<file path="src/rtl/hdmi_wr_sched_pkg.sv">
// Shared types, widths and address helper for the HDMI write-side scheduler.
package hdmi_wr_sched_pkg;

  localparam int unsigned AddrW      = 28;
  localparam int unsigned DataW      = 128;
  localparam int unsigned PixW       = 16;
  localparam int unsigned PixPerWord = DataW / PixW;
  localparam int unsigned WordBytes  = DataW / 8;

  typedef enum logic [1:0] {
    StIdle = 2'd0,
    StReq  = 2'd1,
    StData = 2'd2
  } wr_state_e;

  // Byte address of a 128-bit word within the selected frame bank.
  function automatic logic [AddrW-1:0] burst_addr(input logic [AddrW-1:0] base,
                                                  input logic [AddrW-1:0] stride,
                                                  input logic             bank,
                                                  input logic [AddrW-1:0] word_idx);
    logic [AddrW-1:0] bank_off;
    bank_off = bank ? stride : '0;
    return base + bank_off + (word_idx * AddrW'(WordBytes));
  endfunction

endpackage

</file>
<file path="src/rtl/hdmi_wr_sched_if.sv">
// Burst write handshake between the scheduler (master) and the DDR write arbiter (slave).
interface hdmi_wr_sched_if;
  import hdmi_wr_sched_pkg::*;

  logic             wr_req;
  logic             wr_grant;
  logic [AddrW-1:0] wr_addr;
  logic [7:0]       wr_len;
  logic [DataW-1:0] wr_data;
  logic             wr_data_valid;
  logic             wr_data_ready;

  modport master (
    output wr_req,
    output wr_addr,
    output wr_len,
    output wr_data,
    output wr_data_valid,
    input  wr_grant,
    input  wr_data_ready
  );

  modport slave (
    input  wr_req,
    input  wr_addr,
    input  wr_len,
    input  wr_data,
    input  wr_data_valid,
    output wr_grant,
    output wr_data_ready
  );

endinterface

</file>
<file path="src/rtl/hdmi_wr_sched_sync_fifo.sv">
// Synchronous FIFO with occupancy count and synchronous flush; head is combinational.
module hdmi_wr_sched_sync_fifo #(
  parameter int unsigned Width = 128,
  parameter int unsigned Depth = 32,
  localparam int unsigned PtrW = (Depth > 1) ? $clog2(Depth) : 1,
  localparam int unsigned CntW = $clog2(Depth + 1)
) (
  input  logic             clk,
  input  logic             rst,
  input  logic             flush,
  input  logic             push,
  input  logic [Width-1:0] push_data,
  input  logic             pop,
  output logic [Width-1:0] head,
  output logic [CntW-1:0]  count,
  output logic             full
);

  logic [Width-1:0] mem [Depth];
  logic [PtrW-1:0]  wr_ptr;
  logic [PtrW-1:0]  rd_ptr;
  logic             do_push;
  logic             do_pop;

  function automatic logic [PtrW-1:0] ptr_inc(input logic [PtrW-1:0] p);
    return (p == PtrW'(Depth - 1)) ? '0 : p + 1'b1;
  endfunction

  assign full    = (count == CntW'(Depth));
  assign do_push = push & ~full;
  assign do_pop  = pop & (count != '0);
  assign head    = mem[rd_ptr];

  // Pointer and occupancy update; flush discards everything.
  always_ff @(posedge clk or negedge rst) begin
    if (!rst) begin
      wr_ptr <= '0;
      rd_ptr <= '0;
      count  <= '0;
    end else if (flush) begin
      wr_ptr <= '0;
      rd_ptr <= '0;
      count  <= '0;
    end else begin
      if (do_push) wr_ptr <= ptr_inc(wr_ptr);
      if (do_pop)  rd_ptr <= ptr_inc(rd_ptr);
      if (do_push && !do_pop) begin
        count <= count + 1'b1;
      end else if (!do_push && do_pop) begin
        count <= count - 1'b1;
      end
    end
  end

  // Storage array; contents need no reset.
  always_ff @(posedge clk) begin
    if (do_push && !flush) mem[wr_ptr] <= push_data;
  end

endmodule

</file>
<file path="src/rtl/hdmi_wr_sched.sv">
// HDMI capture write scheduler: packs RGB565 pixels into 128-bit words, bursts them to
// DDR through the write arbiter and ping-pongs between two frame banks.
module hdmi_wr_sched
  import hdmi_wr_sched_pkg::*;
#(
  parameter int unsigned      H_PIX      = 1280,
  parameter int unsigned      V_LINES    = 720,
  parameter int unsigned      BURST_LEN  = 16,
  parameter logic [AddrW-1:0] BASE_ADDR  = 28'h0,
  parameter logic [AddrW-1:0] BANK_BYTES = 28'h0200000
) (
  input  logic             hdmi_pix_clk_in,
  input  logic             rst,
  input  logic             cfg_en,
  input  logic             err_clr,
  input  logic             vs_in,
  input  logic             de_in,
  input  logic [PixW-1:0]  rgb565_in,
  hdmi_wr_sched_if.master  wr,
  output logic             frame_done,
  output logic             rd_bank,
  output logic             ovf_err,
  output logic             frame_err
);

  localparam int unsigned FrameWords = H_PIX * V_LINES / PixPerWord;
  localparam int unsigned FifoDepth  = 2 * BURST_LEN;
  localparam int unsigned CntW       = $clog2(FifoDepth + 1);
  localparam int unsigned IdxW       = $clog2(FrameWords + 1);
  localparam int unsigned BeatW      = $clog2(BURST_LEN + 1);
  localparam int unsigned LaneW      = $clog2(PixPerWord);

  // Packer state
  logic [LaneW-1:0]      lane_q;
  logic [DataW-PixW-1:0] pix_buf_q;
  logic [DataW-1:0]      word_q;
  logic                  push_q;

  // Control state
  wr_state_e         state_q;
  logic              vs_q;
  logic              pending_sof_q;
  logic              capture_q;
  logic              frame_open_q;
  logic              frame_complete_q;
  logic              bank_q;
  logic [IdxW-1:0]   word_idx_q;
  logic [BeatW-1:0]  beat_q;
  logic              wr_req_q;
  logic [AddrW-1:0]  wr_addr_q;
  logic              valid_q;
  logic              frame_done_q;
  logic              rd_bank_q;
  logic              ovf_q;
  logic              ferr_q;

  // FIFO side
  logic [DataW-1:0]  fifo_head;
  logic [CntW-1:0]   fifo_count;
  logic              fifo_full;

  logic              sof;
  logic              flush;
  logic              beat_ok;
  logic              ovf_set;
  logic [IdxW-1:0]   word_idx_nxt;

  assign sof          = vs_in & ~vs_q;
  assign flush        = (state_q == StIdle) & pending_sof_q;
  assign beat_ok      = valid_q & wr.wr_data_ready;
  assign ovf_set      = push_q & fifo_full;
  assign word_idx_nxt = word_idx_q + 1'b1;

  // Shift pixels in from the top so the first pixel of a word ends up in [15:0].
  always_ff @(posedge hdmi_pix_clk_in or negedge rst) begin
    if (!rst) begin
      lane_q    <= '0;
      pix_buf_q <= '0;
      word_q    <= '0;
      push_q    <= 1'b0;
    end else begin
      push_q <= 1'b0;
      if (sof) begin
        lane_q <= '0;
      end else if (capture_q && de_in) begin
        if (lane_q == LaneW'(PixPerWord - 1)) begin
          word_q <= {rgb565_in, pix_buf_q};
          push_q <= 1'b1;
          lane_q <= '0;
        end else begin
          pix_buf_q <= {rgb565_in, pix_buf_q[DataW-PixW-1:PixW]};
          lane_q    <= lane_q + 1'b1;
        end
      end
    end
  end

  // Burst FSM with SOF resolution, bank ping-pong and sticky error flags.
  always_ff @(posedge hdmi_pix_clk_in or negedge rst) begin
    if (!rst) begin
      state_q          <= StIdle;
      vs_q             <= 1'b0;
      pending_sof_q    <= 1'b0;
      capture_q        <= 1'b0;
      frame_open_q     <= 1'b0;
      frame_complete_q <= 1'b0;
      bank_q           <= 1'b0;
      word_idx_q       <= '0;
      beat_q           <= '0;
      wr_req_q         <= 1'b0;
      wr_addr_q        <= '0;
      valid_q          <= 1'b0;
      frame_done_q     <= 1'b0;
      rd_bank_q        <= 1'b0;
      ovf_q            <= 1'b0;
      ferr_q           <= 1'b0;
    end else begin
      vs_q         <= vs_in;
      frame_done_q <= 1'b0;

      if (err_clr) begin
        ovf_q  <= 1'b0;
        ferr_q <= 1'b0;
      end
      if (ovf_set) ovf_q <= 1'b1;

      unique case (state_q)
        StIdle: begin
          if (pending_sof_q) begin
            word_idx_q <= '0;
            // Only a frame that was actually being captured can be short.
            if (frame_complete_q) begin
              bank_q <= ~bank_q;
            end else if (frame_open_q && (word_idx_q < IdxW'(FrameWords))) begin
              ferr_q <= 1'b1;
            end
            capture_q        <= cfg_en;
            frame_open_q     <= cfg_en;
            frame_complete_q <= 1'b0;
            pending_sof_q    <= 1'b0;
          end else if (capture_q && (fifo_count >= CntW'(BURST_LEN))) begin
            state_q   <= StReq;
            wr_req_q  <= 1'b1;
            wr_addr_q <= burst_addr(BASE_ADDR, BANK_BYTES, bank_q, AddrW'(word_idx_q));
          end
        end
        StReq: begin
          if (wr.wr_grant) begin
            wr_req_q <= 1'b0;
            valid_q  <= 1'b1;
            beat_q   <= '0;
            state_q  <= StData;
          end
        end
        StData: begin
          if (beat_ok) begin
            beat_q     <= beat_q + 1'b1;
            word_idx_q <= word_idx_nxt;
            if (word_idx_nxt == IdxW'(FrameWords)) begin
              frame_done_q     <= 1'b1;
              rd_bank_q        <= bank_q;
              capture_q        <= 1'b0;
              frame_complete_q <= 1'b1;
            end
            if (beat_q == BeatW'(BURST_LEN - 1)) begin
              valid_q <= 1'b0;
              state_q <= StIdle;
            end
          end
        end
        default: state_q <= StIdle;
      endcase

      // A new SOF overrides any capture update made above.
      if (sof) begin
        pending_sof_q <= 1'b1;
        capture_q     <= 1'b0;
      end
    end
  end

  hdmi_wr_sched_sync_fifo #(
    .Width(DataW),
    .Depth(FifoDepth)
  ) u_fifo (
    .clk      (hdmi_pix_clk_in),
    .rst      (rst),
    .flush    (flush),
    .push     (push_q),
    .push_data(word_q),
    .pop      (beat_ok),
    .head     (fifo_head),
    .count    (fifo_count),
    .full     (fifo_full)
  );

  assign wr.wr_req        = wr_req_q;
  assign wr.wr_addr       = wr_addr_q;
  assign wr.wr_len        = 8'(BURST_LEN);
  assign wr.wr_data       = valid_q ? fifo_head : '0;
  assign wr.wr_data_valid = valid_q;

  assign frame_done = frame_done_q;
  assign rd_bank    = rd_bank_q;
  assign ovf_err    = ovf_q;
  assign frame_err  = ferr_q;

endmodule
</file>
<file path="src/flat_wrapper.sv">
// flat-port wrapper written by rule: the top's interface ports become plain ports
module hdmi_wr_sched_flat import hdmi_wr_sched_pkg::*;
#(
  parameter int unsigned      H_PIX      = 1280,
  parameter int unsigned      V_LINES    = 720,
  parameter int unsigned      BURST_LEN  = 16,
  parameter logic [AddrW-1:0] BASE_ADDR  = 28'h0,
  parameter logic [AddrW-1:0] BANK_BYTES = 28'h0200000
)
  (hdmi_pix_clk_in, rst, cfg_en, err_clr, vs_in, de_in, rgb565_in, frame_done, rd_bank, ovf_err, frame_err, wr_wr_req, wr_wr_addr, wr_wr_len, wr_wr_data, wr_wr_data_valid, wr_wr_grant, wr_wr_data_ready);
  hdmi_wr_sched_if wr_i ();
  input  logic hdmi_pix_clk_in;
  input  logic rst;
  input  logic cfg_en;
  input  logic err_clr;
  input  logic vs_in;
  input  logic de_in;
  input  logic [PixW-1:0] rgb565_in;
  output logic frame_done;
  output logic rd_bank;
  output logic ovf_err;
  output logic frame_err;
  output wire logic [$bits(wr_i.wr_req)-1:0] wr_wr_req;
  output wire logic [$bits(wr_i.wr_addr)-1:0] wr_wr_addr;
  output wire logic [$bits(wr_i.wr_len)-1:0] wr_wr_len;
  output wire logic [$bits(wr_i.wr_data)-1:0] wr_wr_data;
  output wire logic [$bits(wr_i.wr_data_valid)-1:0] wr_wr_data_valid;
  input wire logic [$bits(wr_i.wr_grant)-1:0] wr_wr_grant;
  input wire logic [$bits(wr_i.wr_data_ready)-1:0] wr_wr_data_ready;
  assign wr_wr_req = wr_i.wr_req;
  assign wr_wr_addr = wr_i.wr_addr;
  assign wr_wr_len = wr_i.wr_len;
  assign wr_wr_data = wr_i.wr_data;
  assign wr_wr_data_valid = wr_i.wr_data_valid;
  assign wr_i.wr_grant = wr_wr_grant;
  assign wr_i.wr_data_ready = wr_wr_data_ready;
  hdmi_wr_sched #(.H_PIX(H_PIX), .V_LINES(V_LINES), .BURST_LEN(BURST_LEN), .BASE_ADDR(BASE_ADDR), .BANK_BYTES(BANK_BYTES)) u_core (.hdmi_pix_clk_in(hdmi_pix_clk_in), .rst(rst), .cfg_en(cfg_en), .err_clr(err_clr), .vs_in(vs_in), .de_in(de_in), .rgb565_in(rgb565_in), .wr(wr_i), .frame_done(frame_done), .rd_bank(rd_bank), .ovf_err(ovf_err), .frame_err(frame_err));
endmodule
</file>
<file path="config.mk">
export PLATFORM = sky130hd
export DESIGN_NAME = hdmi_wr_sched_flat
export DESIGN_NICKNAME = d
export VERILOG_FILES = /design/src/rtl/hdmi_wr_sched_pkg.sv /design/src/rtl/hdmi_wr_sched_if.sv /design/src/rtl/hdmi_wr_sched_sync_fifo.sv /design/src/rtl/hdmi_wr_sched.sv /design/src/flat_wrapper.sv
export SDC_FILE = /design/constraint.sdc
export NUM_CORES = 2
export LEC_CHECK = 0
export BUFFER_PORTS_ARGS = -buffer_cell sky130_fd_sc_hd__buf_4
export CORE_UTILIZATION = 50
export CTS_BUF_LIST = sky130_fd_sc_hd__clkbuf_8 sky130_fd_sc_hd__clkbuf_16
export CTS_CLUSTER_SIZE = 28
export DETAILED_ROUTE_END_ITERATION = 10
export GPL_TIMING_DRIVEN = 1
export PLACE_DENSITY = 0.67
export REMOVE_ABC_BUFFERS = 1
export SLEW_MARGIN = 20
export SYNTH_ARGS = -nofsm -noshare
export SYNTH_HDL_FRONTEND = slang
export SYNTH_SLANG_ARGS = --single-unit
</file>
<file path="constraint.sdc">
create_clock -name hdmi_pix_clk_in -period 8.81 [get_ports hdmi_pix_clk_in]
set_input_delay 1.3215 -clock hdmi_pix_clk_in [delete_from_list [all_inputs] [get_ports hdmi_pix_clk_in]]
set_output_delay 1.3215 -clock hdmi_pix_clk_in [all_outputs]
set_load 0.05 [all_outputs]
</file>
-- Word level (Yosys, flattened, before mapping)
Memory sizes are Yosys's and may differ from the RTL's.
Cells that the tools add are included.
- bits in registers: 324
- output and inout bits: 170
- memory bits (writable): 4096
- memories kept: 1
- word-level logic and storage cells: 158
- $add $sub $neg: 8
- order comparisons: 2
- bitwise logic cells: 12
- multiplexer cells: 60
- reduce and logical (&&, ||, !) cells: 34
- eq/ne operators: 18
- memory list (name ; depth ; bits a word ; rd ports ; clocked after Yosys merged registers in ; wr ports ; RTL line ; RTL):
    u_core.u_fifo.mem ; 32 ; 128 ; 1 ; 0 ; 1 ; hdmi_wr_sched_sync_fifo.sv:19 ; logic [Width-1:0] mem [Depth];
- operators by type and width (kind ; number):
    two-way mux 128 bit ; 1
    two-way mux 5 bit ; 8
    two-way mux 17 bit ; 2
    case mux 17 bit (2 select lines) ; 1
    two-way mux 1 bit ; 30
    adder 28 x 21 -> 28 bit ; 1
    two-way mux 22 bit ; 1
    AND reduction 3 bit ; 7
    two-way mux 6 bit ; 3
    adder 17 x 1 -> 17 bit, second input constant ; 1
    equality test 17 bit, second input constant ; 1
    < comparator 17 bit, second input constant ; 1
    AND reduction 4 bit ; 4
    nonzero test 2 bit ; 8
    adder 5 x 1 -> 5 bit, second input constant ; 3
    equality test 5 bit, second input constant ; 2
    two-way mux 2 bit ; 5
    case mux 5 bit (2 select lines) ; 1
    two-way mux 3 bit ; 3
    != test 2 bit, second input constant ; 4
    case mux 1 bit (2 select lines) ; 4
    adder 6 x 1 -> 6 bit, second input constant ; 1
    AND 1 bit ; 6
    equality test 6 bit, second input constant ; 1
    other kinds (19) ; 35

-- Longest topological paths before layout
- depth after elaboration: 8
- depth in mapped cells: 15

-- Modules after synthesis
From an unflattened synthesis, not the netlist that was laid out.
- cell total of the unflattened synthesis: 7182
- area total of the unflattened synthesis: 168541.6 um^2
- modules (own cells, without submodules) (module ; area each (um^2) ; seq. area each (um^2) ; cells an instance ; times used):
    hdmi_wr_sched_sync_fifo ; 155815.7 ; 123398.3 ; 5962 ; 1
    hdmi_wr_sched ; 12726.0 ; 7457.2 ; 1220 ; 1

-- Worst setup path before layout
OpenSTA, ideal clock, no wires.
- path kind: register -> register
- from: register u_core.u_fifo.count[0]
- to: memory u_core.u_fifo.mem[28][0], enable pin
- stages on the path, launching flop included: 8
- data arrival time: 6.529 ns
- slack: 1.663 ns
- required time: 8.193 ns
- path through: dfrtp_1 > or4_1 > nor2_1 > nand2_1 > nand2_1 > nor2_1 > nand2_1 > nor2_1
- longest elaborated chain between the ends: 6
- RTL lines (what ; RTL line ; RTL):
    start, declared ; hdmi_wr_sched_sync_fifo.sv:15 ; output logic [CntW-1:0] count,
    start signal, assigned ; hdmi_wr_sched_sync_fifo.sv:48 ; count <= count + 1'b1;
    start signal, assigned ; hdmi_wr_sched_sync_fifo.sv:50 ; count <= count - 1'b1;
    equality test 6 bit ; hdmi_wr_sched_sync_fifo.sv:29 ; assign full = (count == CntW'(Depth));
    inverter 1 bit ; hdmi_wr_sched_sync_fifo.sv:30 ; assign do_push = push & ~full;
    AND 1 bit ; hdmi_wr_sched_sync_fifo.sv:30 ;
    logical AND 1 bit ; hdmi_wr_sched_sync_fifo.sv:57 ; if (do_push && !flush) mem[wr_ptr] <= push_data;
    two-way mux 1 bit ; hdmi_wr_sched_sync_fifo.sv:57 ;
    two-way mux 1 bit (not written as such) ; hdmi_wr_sched_sync_fifo.sv:57 ;
    end, declared ; hdmi_wr_sched_sync_fifo.sv:19 ;
Every way passes these cells.

-- Worst setup path after layout
- from: register u_core.u_fifo.rd_ptr[2]
- to: output wr_wr_data[94]
- longest elaborated chain between the ends: 2
- RTL lines (what ; RTL line ; RTL):
    start, declared ; hdmi_wr_sched_sync_fifo.sv:21 ; logic [PtrW-1:0] rd_ptr;
    start signal, assigned ; hdmi_wr_sched_sync_fifo.sv:46 ; if (do_pop) rd_ptr <= ptr_inc(rd_ptr);
    memory read (32 x 128 bit) ; n/a ;
    two-way mux 128 bit ; hdmi_wr_sched.sv:200 ; assign wr.wr_data = valid_q ? fifo_head : '0;
    end, declared ; flat_wrapper.sv:26 ; output wire logic [$bits(wr_i.wr_data)-1:0] wr_wr_data;
Every way passes these cells.

==> reports/metrics.cfg <==
[critical_path]
cp-start-kind=flip-flop
crit_fanout=107
worst_ep_arrival_time_ns=5.46
endpoint_kind=output pin
crit_type=reg2out
cp.required_ns=7.49

[clock_network]
ctsHtreeMaxLevel=5
clockBufferDepth=4
tritoncts=built
clkLatencyLatePin_ns=0.99
post_cts_buffers=0
holdBufCountCts=0
cts.sinks=4410
cts_buffers=436
clkTransAtPathRegs_ns=0.06
cts-resized-gates=0
root_buffer=clkbuf_16

[die]
die-area_mm2=0.342
core_mm2=0.337
start_util_pct=50.4
die_w_um=585
io_pins=194
rows=213
die_y_um=585

[sta]
rsz0062_at_grt=false
setup_viol=0
hold_viol=0
max_freq_ghz=0.147
period_minus_slack_ns=6.78
relSlewSlack_pct=23.3
fin_skew_ns=0.0800
worstMarginPinSlew_ns=1.15
fin_setup_tns_ns=0
drv_slew=0
hold_ws_ns=0.270
period_share_pct=77.0

[global_route]
antenna_found_initial=11
gr-total-overflow=0
grt_max_degree=141
grt_pass1_vias=85164
grt_usage_pct=25.3
grt_first_pass_wirelength_um=617000

[placed_design]
port_buffers=175
gp_congestion=0.749
post_dp_cell_area_mm2=0.177
dpl.hpwl_um=203000

[power]
pwr-share-clk_pct=44.0
p_leak_nw=65.4
p_sw_share_pct=19.9
ir_drop_v=0.000158
seq_power_share_pct=55.3
p_per_area_mw_per_mm2=219
switching_power_w=0.00831
combPwrFrac_pct=0.7
p_int_w=0.0335

[route]
drt-total-wl_um=436000
viasPerCell=6.31
firstDrtPassIters=8
drt_iter0_drc=10980
ant_nets=0
drc=0
wl_per_cell_um=32.6
dr_total_vias=84394

[logic_synthesis]
ys_seq_area_share_pct=77.1
syn_area_mm2=0.170
synthArstFlopShare_pct=7.12
synth_edf_count=4096
synthCells=8147
ys_warn_count=0
syn_avg_cell_area_um2=20.8
synth_cell_types=61
synth-seq-cells=4410
synth_flop_cell=edfxtp_1

[final_layout]
layout_commonest_cell=edfxtp_1
post-route-util_pct=56.7
nets=8514
mostFrequentLayoutCells=4096 x edfxtp_1, 895 x mux4_2, 519 x nand2_1
areaGrowthSynthToFinish_pct=12.5
stdcell_area_mm2=0.191
drive_above_1_share_pct=24.6

[job]
maxCapViolCount=0

[outcome]
outcome=finished, final reports clean

[min_path]
min_path_type=in2async

path summary, 6_finish.rpt:
kind / start / endpoint / slack (ns) / cells past startpoint
hold reg to reg: u_core.pix_buf_q[10] / u_core.word_q[10] / 0.47 / 2
setup reg to reg: u_core.u_fifo.count[4] / u_core.u_fifo.mem[20][102] / 4.07 / 9
min in group hdmi_pix_clk_in: u_core.pix_buf_q[10] / u_core.word_q[10] / 0.47 / 2
setup / recovery: u_core.u_fifo.rd_ptr[2] / wr_wr_data[94] / 2.03 / 7
hold / removal: rst / u_core.wr.wr_addr[4] / 0.27 / 1
max in group asynchronous: rst / u_core.word_q[47] / 6.38 / 3
power groups by stage:
| stage | logic, W | registers, W | clock network, W |
|---|---|---|---|
| 6_report | 0.000313 | 0.0231 | 0.0184 |
| 5_1_grt | 0.000338 | 0.0231 | 0.0194 |
| 4_1_cts | 0.000316 | 0.0231 | 0.0186 |
| 3_5_place_dp | 0.000313 | 0.0235 | 0 |
| 3_3_place_gp | 0.000300 | 0.0235 | 0 |
| 2_1_floorplan | 0.000231 | 0.0233 | 0 |
Yosys cell counts, types with 11 or more instances:
master	n	area [um^2]
o22ai_1	130	813
clkbuf_1	235	882
mux2i_1	476	4760
buf_1	59	221
o221ai_1	137	1200
nand2_1	521	1960
and2_1	15	93.8
mux4_2	895	20200
nand3_1	17	85.1
o21ai_0	131	656
inv_1	15	56.3
buf_2	97	485
a21oi_1	220	1100
nor2b_1	170	1060
nor3_1	33	165
nor2_1	71	267
mux2_2	246	2770
ha_1	18	225
edfxtp_1	4096	123000
buf_4	79	593
dfrtp_1	314	7860
a21boi_1	11	82.6
a211oi_1	47	353
a211o_1	12	105
flip-flops by register name, indices dropped and copies added, names as in the netlist, 2 cells and up:
signal,count
u_core.wr.wr_addr,18
u_core.word_q,128
u_core.u_fifo.wr_ptr,5
u_core.u_fifo.count,6
u_core.pix_buf_q,112
u_core.state_q,2
u_core.u_fifo.mem,4096
u_core.word_idx_q,17
u_core.u_fifo.rd_ptr,5
u_core.beat_q,5
u_core.lane_q,3
logic make-up (layout without fill, tap and decap cells):
logic type / Yosys count / in the layout / share of synthesized area [%]
buffers and inverters: 495 / 1184 / 1.38
other: 2 / 24 / 0.00442
AOI/OAI and AO/OA: 718 / 718 / 2.68
and+or+nand+nor: 873 / 873 / 2.34
DFF: 4410 / 4410 / 77.1
muxes: 1618 / 1618 / 16.3
xor gates and xnor gates: 12 / 12 / 0.0619
adders and majority gates: 19 / 19 / 0.144
area by class of cell:
class / count / area [um^2]
multi-input combinational: 3258 / 36900
sequential: 4410 / 131000
antenna: 6 / 15.0
clock inverter: 334 / 2580
timing repair buffer: 350 / 3280
tap: 4515 / 5650
fill: 24482 / 146000
clock buffer: 485 / 11700
inverter: 15 / 63.8
layer usage:
layer | routed length [um] | vias up | global-route usage, %
li1 | - | 34130 | -
met1 | 177000 | 45431 | 36.6
met2 | 212000 | 4211 | 41.1
met3 | 37600 | 620 | 3.92
met4 | 10100 | 2 | 5.95
met5 | 8 | - | 0
metrics by stage:
step	power [W]	std cells	worst slack (ns)
3_5_place_dp	0.0238	12548	2.99
4_1_cts	0.0420	13367	1.96
6_report	0.0418	13373	2.03
3_3_place_gp	0.0238	12544	3.03
5_1_grt	0.0428	13371	1.94
2_1_floorplan	0.0235	7683	-39.72
worst max-delay path, stage by stage, from the launching register on:
cell     delay [ns]
dfrtp_4        0.83
buf_12         0.70
buf_4          0.73
buf_4          0.72
mux4_2         0.41
mux2i_1        0.49
nor2b_1        0.13
buf_4          0.23
No activity file was read; power rests on OpenSTA's default activity.
